**src/rtl/load_select_sequencer.sv**
```systemverilog
// ---------------------------------------------------------------------------
// load_select_sequencer
//
// Control-side driver of the LOAD_SELECT register-load interface of the
// 19-bit CPU. It sequences fetch / decode / execute / writeback, owns the
// program counter and instruction register, and emits one load strobe at a
// time (LOAD_PC, LOAD_IR, LOAD_REG_A/B/C) together with the data to load.
//
// Ports
//   clk          system clock, rising edge
//   rst_n        asynchronous active-low reset
//   start        leave IDLE and begin fetching (ignored elsewhere)
//   mem_req      instruction read request, held until mem_rvalid
//   mem_addr     read address (always equals pc)
//   mem_rdata    instruction word, qualified by mem_rvalid
//   mem_rvalid   read data valid, only honoured in FETCH
//   alu_start    one-cycle ALU launch pulse (first EXEC cycle)
//   alu_op       opcode presented to the ALU (ir[18:14])
//   alu_done     ALU result valid, only honoured in EXEC
//   alu_result   ALU result
//   load_en      load strobe
//   load_select  load target: 000 PC, 001 IR, 010 REG_A, 011 REG_B, 100 REG_C
//   load_data    data for the target, 19-bit values zero-extended
//   pc           current program counter
//   ir           current instruction register
//   halted       high while in HALT
//
// Instruction fields: opcode = ir[18:14], rd = ir[13:12],
// jump target = {6'b0, ir[13:0]}.
// ---------------------------------------------------------------------------
module load_select_sequencer #(
  parameter logic [19:0] PC_RESET    = 20'h00000,
  parameter logic [4:0]  NOP_OPCODE  = 5'h00,
  parameter logic [4:0]  JMP_OPCODE  = 5'h10,
  parameter logic [4:0]  HALT_OPCODE = 5'h1F
) (
  input  logic        clk,
  input  logic        rst_n,
  input  logic        start,
  output logic        mem_req,
  output logic [19:0] mem_addr,
  input  logic [18:0] mem_rdata,
  input  logic        mem_rvalid,
  output logic        alu_start,
  output logic [4:0]  alu_op,
  input  logic        alu_done,
  input  logic [18:0] alu_result,
  output logic        load_en,
  output logic [2:0]  load_select,
  output logic [19:0] load_data,
  output logic [19:0] pc,
  output logic [18:0] ir,
  output logic        halted
);

  // Load targets on the LOAD_SELECT bus.
  localparam logic [2:0] SEL_PC    = 3'b000;
  localparam logic [2:0] SEL_IR    = 3'b001;
  localparam logic [2:0] SEL_REG_A = 3'b010;

  typedef enum logic [3:0] {
    S_IDLE,
    S_FETCH,
    S_LOAD_IR,
    S_DECODE,
    S_EXEC,
    S_WRITEBACK,
    S_PC_INC,
    S_JUMP,
    S_HALT
  } state_t;

  state_t      state_q,       state_d;
  logic [19:0] pc_q,          pc_d;
  logic [18:0] ir_q,          ir_d;
  logic        mem_req_q,     mem_req_d;
  logic        alu_start_q,   alu_start_d;
  logic        load_en_q,     load_en_d;
  logic [2:0]  load_select_q, load_select_d;
  logic [19:0] load_data_q,   load_data_d;
  logic        halted_q,      halted_d;

  // Decoded fields of the current instruction.
  logic [4:0]  opcode;
  logic [1:0]  rd;
  logic [19:0] jump_target;
  logic [19:0] pc_plus_one;

  assign opcode      = ir_q[18:14];
  assign rd          = ir_q[13:12];
  assign jump_target = {6'b0, ir_q[13:0]};
  assign pc_plus_one = pc_q + 20'd1;   // natural wrap FFFFF -> 00000

  // -------------------------------------------------------------------------
  // Next-state / output logic.
  //
  // Every output is a flop. The strobe for a state is therefore computed on
  // the transition *into* that state, so that load_en/load_select/load_data
  // are valid during exactly the cycle the FSM spends in LOAD_IR, WRITEBACK,
  // PC_INC or JUMP. Architectural state (ir, pc) is committed from the
  // strobe register at the end of that cycle, which keeps the committed
  // value identical to what was put on the bus.
  // -------------------------------------------------------------------------
  always_comb begin
    state_d       = state_q;
    pc_d          = pc_q;
    ir_d          = ir_q;
    alu_start_d   = 1'b0;
    load_en_d     = 1'b0;
    load_select_d = 3'b000;
    load_data_d   = 20'h00000;

    case (state_q)
      S_IDLE: begin
        if (start) begin
          state_d = S_FETCH;
        end
      end

      S_FETCH: begin
        // A response arriving in the very first FETCH cycle is accepted,
        // since mem_req is already high for that whole cycle.
        if (mem_rvalid) begin
          state_d       = S_LOAD_IR;
          load_en_d     = 1'b1;
          load_select_d = SEL_IR;
          load_data_d   = {1'b0, mem_rdata};
        end
      end

      S_LOAD_IR: begin
        // The captured word is still sitting in the strobe register.
        ir_d    = load_data_q[18:0];
        state_d = S_DECODE;
      end

      S_DECODE: begin
        if (opcode == HALT_OPCODE) begin
          state_d = S_HALT;
        end else if (opcode == NOP_OPCODE) begin
          state_d       = S_PC_INC;
          load_en_d     = 1'b1;
          load_select_d = SEL_PC;
          load_data_d   = pc_plus_one;
        end else if (opcode == JMP_OPCODE) begin
          state_d       = S_JUMP;
          load_en_d     = 1'b1;
          load_select_d = SEL_PC;
          load_data_d   = jump_target;
        end else begin
          // alu_start is only raised on this transition, so it is a single
          // pulse in the first EXEC cycle however long the ALU takes.
          state_d     = S_EXEC;
          alu_start_d = 1'b1;
        end
      end

      S_EXEC: begin
        if (alu_done) begin
          if (rd == 2'b11) begin
            // rd=11 discards the result: go straight to the PC update.
            state_d       = S_PC_INC;
            load_en_d     = 1'b1;
            load_select_d = SEL_PC;
            load_data_d   = pc_plus_one;
          end else begin
            // rd 00/01/10 map onto REG_A/REG_B/REG_C (010/011/100).
            state_d       = S_WRITEBACK;
            load_en_d     = 1'b1;
            load_select_d = SEL_REG_A + {1'b0, rd};
            load_data_d   = {1'b0, alu_result};
          end
        end
      end

      S_WRITEBACK: begin
        state_d       = S_PC_INC;
        load_en_d     = 1'b1;
        load_select_d = SEL_PC;
        load_data_d   = pc_plus_one;
      end

      S_PC_INC, S_JUMP: begin
        pc_d    = load_data_q;
        state_d = S_FETCH;
      end

      S_HALT: begin
        // Only reset leaves HALT.
        state_d = S_HALT;
      end

      default: begin
        state_d = S_IDLE;
      end
    endcase

    mem_req_d = (state_d == S_FETCH);
    halted_d  = (state_d == S_HALT);
  end

  // -------------------------------------------------------------------------
  // State and output registers.
  // -------------------------------------------------------------------------
  always_ff @(posedge clk or negedge rst_n) begin
    if (!rst_n) begin
      state_q       <= S_IDLE;
      pc_q          <= PC_RESET;
      ir_q          <= 19'h00000;
      mem_req_q     <= 1'b0;
      alu_start_q   <= 1'b0;
      load_en_q     <= 1'b0;
      load_select_q <= 3'b000;
      load_data_q   <= 20'h00000;
      halted_q      <= 1'b0;
    end else begin
      state_q       <= state_d;
      pc_q          <= pc_d;
      ir_q          <= ir_d;
      mem_req_q     <= mem_req_d;
      alu_start_q   <= alu_start_d;
      load_en_q     <= load_en_d;
      load_select_q <= load_select_d;
      load_data_q   <= load_data_d;
      halted_q      <= halted_d;
    end
  end

  assign mem_req     = mem_req_q;
  assign mem_addr    = pc_q;
  assign alu_start   = alu_start_q;
  assign alu_op      = ir_q[18:14];
  assign load_en     = load_en_q;
  assign load_select = load_select_q;
  assign load_data   = load_data_q;
  assign pc          = pc_q;
  assign ir          = ir_q;
  assign halted      = halted_q;

endmodule

```
**config.mk**
```make
export PLATFORM = sky130hd
export DESIGN_NAME = load_select_sequencer
export DESIGN_NICKNAME = d
export VERILOG_FILES = /design/src/rtl/load_select_sequencer.sv
export SDC_FILE = /design/constraint.sdc
export NUM_CORES = 1
export LEC_CHECK = 0
export CAP_MARGIN = 0
export CORE_ASPECT_RATIO = 0.75
export CORE_UTILIZATION = 44
export DETAILED_ROUTE_END_ITERATION = 16
export PLACE_DENSITY = 0.81
export RECOVER_POWER = 50
export SYNTH_ARGS = -nofsm -noshare
export SYNTH_HDL_FRONTEND = slang
export SYNTH_SLANG_ARGS = --single-unit
```
**constraint.sdc**
```tcl
create_clock -name clk -period 2.1 [get_ports clk]
set_input_delay 0.315 -clock clk [delete_from_list [all_inputs] [get_ports clk]]
set_output_delay 0.315 -clock clk [all_outputs]
set_load 0.01 [all_outputs]
```
==> flow_metrics.env <==
export IMPL_path_cells="or4_4 -> or2_1 -> o21a_2 -> buf_4 -> o21ai_0"
export IMPL_maxSlewHeadroom=0.474
export IMPL_slowest_stage="or4_4"
export IMPL_cts_root_buf="clkbuf_8"
export IMPL_ctsLongestPathBuffers=2
export IMPL_drtPass1Iterations=5
export IMPL_synth_distinct_cells=43
export IMPL_fp_dieW_um=103
export IMPL_worstPathMaxFanout=11
export IMPL_setup_viol=0
export IMPL_crit_family="simple AND/OR/NAND/NOR gates"
export IMPL_grt_pass1_vias=2715
export IMPL_post_route_min_period_ns=2.02
export IMPL_rows=27
export IMPL_wl_per_cell_um=17.0
export IMPL_power_density_mw_per_mm2=497
export IMPL_hp_class="primary input to asynchronous set/reset pin"
export IMPL_grt_max_degree=60
export IMPL_coreArea_mm2=0.00740
export IMPL_drc=0
export IMPL_seq_area_frac_synth=0.517
export IMPL_synth_cells=294
export IMPL_synth_top_flop_cell="dfrtp_1"
export IMPL_ir_worst_vdd_v=0.000271
export IMPL_grt_pass1_wl_um=13900
export IMPL_clock_sinks=70
export IMPL_cts_buffers=9
export IMPL_crit_arrival_ns=2.27
export IMPL_synth_edf_count=0
export IMPL_fin_worst_skew_ns=0.00754
export IMPL_total_leakage_power_nw=1.97
export IMPL_fin_cells=519
export IMPL_fmax_ghz=0.495
export IMPL_use_met2=0.352
export IMPL_rsz0062_at_grt="false"
export IMPL_dp_hpwl_um=6560
export IMPL_drt_wl_total_um=8820
export IMPL_ant_nets=0
export IMPL_final_cell_mix="clkdlybuf4s50_1 (116), dfrtp_1 (70), mux2_2 (38)"
export IMPL_port_buffers=133
export IMPL_die_y_um=78.0
export IMPL_grt_usage=0.227
export IMPL_required_ns=2.34
export IMPL_postSynth_asyncResetShare=1.00
export IMPL_drv_slew=0
export IMPL_fin_nets=459
export IMPL_finalCritPeriodShare=0.962
export IMPL_via_count=2832
export IMPL_busiest_layer="met2"
export IMPL_ioPinCount=134
export IMPL_antenna_found_initial=0
export IMPL_drive_gt1_frac=0.167
export IMPL_yosysTopAreaCell="dfrtp_1"
export IMPL_max_cap_viol_count=0
export IMPL_ys_seq_elements=70
export IMPL_end_kind="flop"
export IMPL_gp_congestion=0.832
export IMPL_grt_use_met1=0.321
export IMPL_met3_usage=0.0659
export IMPL_critPathBufInv=1
export IMPL_final_common_cell="clkdlybuf4s50_1"
export IMPL_tightest_slew_ns=0.788
export IMPL_yosys_area_top_type_share=0.517
export IMPL_outcome="complete, no violations"
export IMPL_grt_ovfl_total=0
export IMPL_startpoint_type="flop"
export IMPL_place_inst=504
export IMPL_via_per_inst=5.46
export IMPL_drtIter0Drc=207
export IMPL_worstSkewPairLatency_ns=0.34
export IMPL_area_growth_pct=44.3
export IMPL_yosysWarningCount=0
export IMPL_clkTransAtPathRegs_ns=0.07
export IMPL_syn_nets=338
export IMPL_final_hold_violation_count=0
export IMPL_synth_area_mm2=0.00339
export IMPL_n_antenna_cell=0
export IMPL_avgSynthCellArea_um2=11.5
export IMPL_cts_htree_levels=3
export IMPL_slowest_delay_ns=0.56
export IMPL_start_util=0.458
export IMPL_cts_tree="built"
export IMPL_critPathKind="flop to flop"
export IMPL_synthTopCellsByArea="dfrtp_1 (52%), mux2_2 (13%), buf_4 (5.5%)"
export IMPL_tns_ns=0
export IMPL_dieArea_mm2=0.00807
## logic make-up (layout without fill, tap and decap cells)
| family | count (synthesis) | in the layout | synth area share |
|---|---|---|---|
| and+or+nand+nor | 66 | 66 | 0.113 |
| buffers and inverters | 48 | 172 | 0.0823 |
| muxes | 41 | 41 | 0.135 |
| DFF | 70 | 70 | 0.517 |
| AOI/OAI and AO/OA | 53 | 53 | 0.111 |
| adders and majority gates | 1 | 1 | 0.00369 |
| xor gates and xnor gates | 15 | 15 | 0.0387 |
## final cells by class
type / count / area (um^2)
clock buffers: 13 / 169
clock inverters: 1 / 5.00
fillers: 566 / 2510
inverters: 5 / 18.8
multi-input cells: 176 / 1370
flip-flops and latches: 70 / 1750
well taps: 101 / 126
repair buffers: 153 / 1450
## worst paths after layout
check / startpoint / end / slack [ns] / depth (start not counted)
setup / recovery: ir[15] / load_data[4] / 0.08 / 5
hold / removal: rst_n / load_select[0] / 0.49 / 2
setup reg to reg: ir[15] / load_data[4] / 0.08 / 5
hold reg to reg: load_data[19] / mem_addr[19] / 0.54 / 1
max in group asynchronous: rst_n / load_data[18] / 0.36 / 3
min in group clk: load_data[19] / mem_addr[19] / 0.54 / 1
## Yosys cell counts (4+ instances only)
cell and n:
mux2_2 38, nand3_1 8, o21ai_0 13, a222oi_1 14
nor2b_1 4, o21ai_1 6, buf_4 25, inv_1 5
nor2_1 9, xnor2_1 6, dfrtp_1 70, nand4_1 7
nand2_1 12, buf_2 4, xor2_1 9, a21oi_1 5
clkbuf_1 14, and4_1 5, a22oi_1 5
## flip-flops by register name, summed over array words and instances (netlist names)
name and cells:
state_q 4, mem_addr 20, alu_start 1, mem_req 1, ir 19, halted 1
load_data 20, load_en 1, load_select 3
## per-layer routing
layer  wire length, um  vias to the layer above  share of wire
li1                  -                     1307              -
met1              3980                     1393           0.45
met2              4200                      126           0.48
met5                 0                        -              0
met3               594                        6          0.067
met4                40                        0         0.0045
## metrics by stage
step / power (mW) / hold slack [ns] / area [um^2] / utilization / setup slack (ns)
after floorplan: 1.38 / 0.0194 / 3390 / - / 0.241
after global placement: 1.49 / 0.209 / 4740 / 0.641 / 0.132
after detailed placement: 1.49 / 0.206 / 4740 / 0.641 / 0.0476
after CTS: 2.45 / 0.390 / 4930 / 0.666 / 0.0277
after global routing: 2.52 / 0.544 / 4890 / 0.661 / 0.00604
final: 2.43 / 0.492 / 4890 / 0.661 / 0.0789
## worst reg2reg max path: stages (launching register included)
cell	delay, ns
dfrtp_1	0.39
or4_4	0.56
or2_1	0.28
o21a_2	0.30
buf_4	0.21
o21ai_0	0.21
## power breakdown
group / internal, mW / switching [mW]
sequential: 1.35 / 0
clock: 0.511 / 0.460
combinational: 0.0708 / 0.0393
total: 1.93 / 0.499
## what timing repair did
| item | in CTS | in global routing |
|---|---|---|
| setup endpoints to repair | 0 | 5 |
| endpoints found under the hold margin | 11 | 0 |
| resized for setup | 0 | 1 |
| hold buffers | 1 | 0 |
| setup buffers | 0 | 0 |
(Power assumes the default switching activity.)
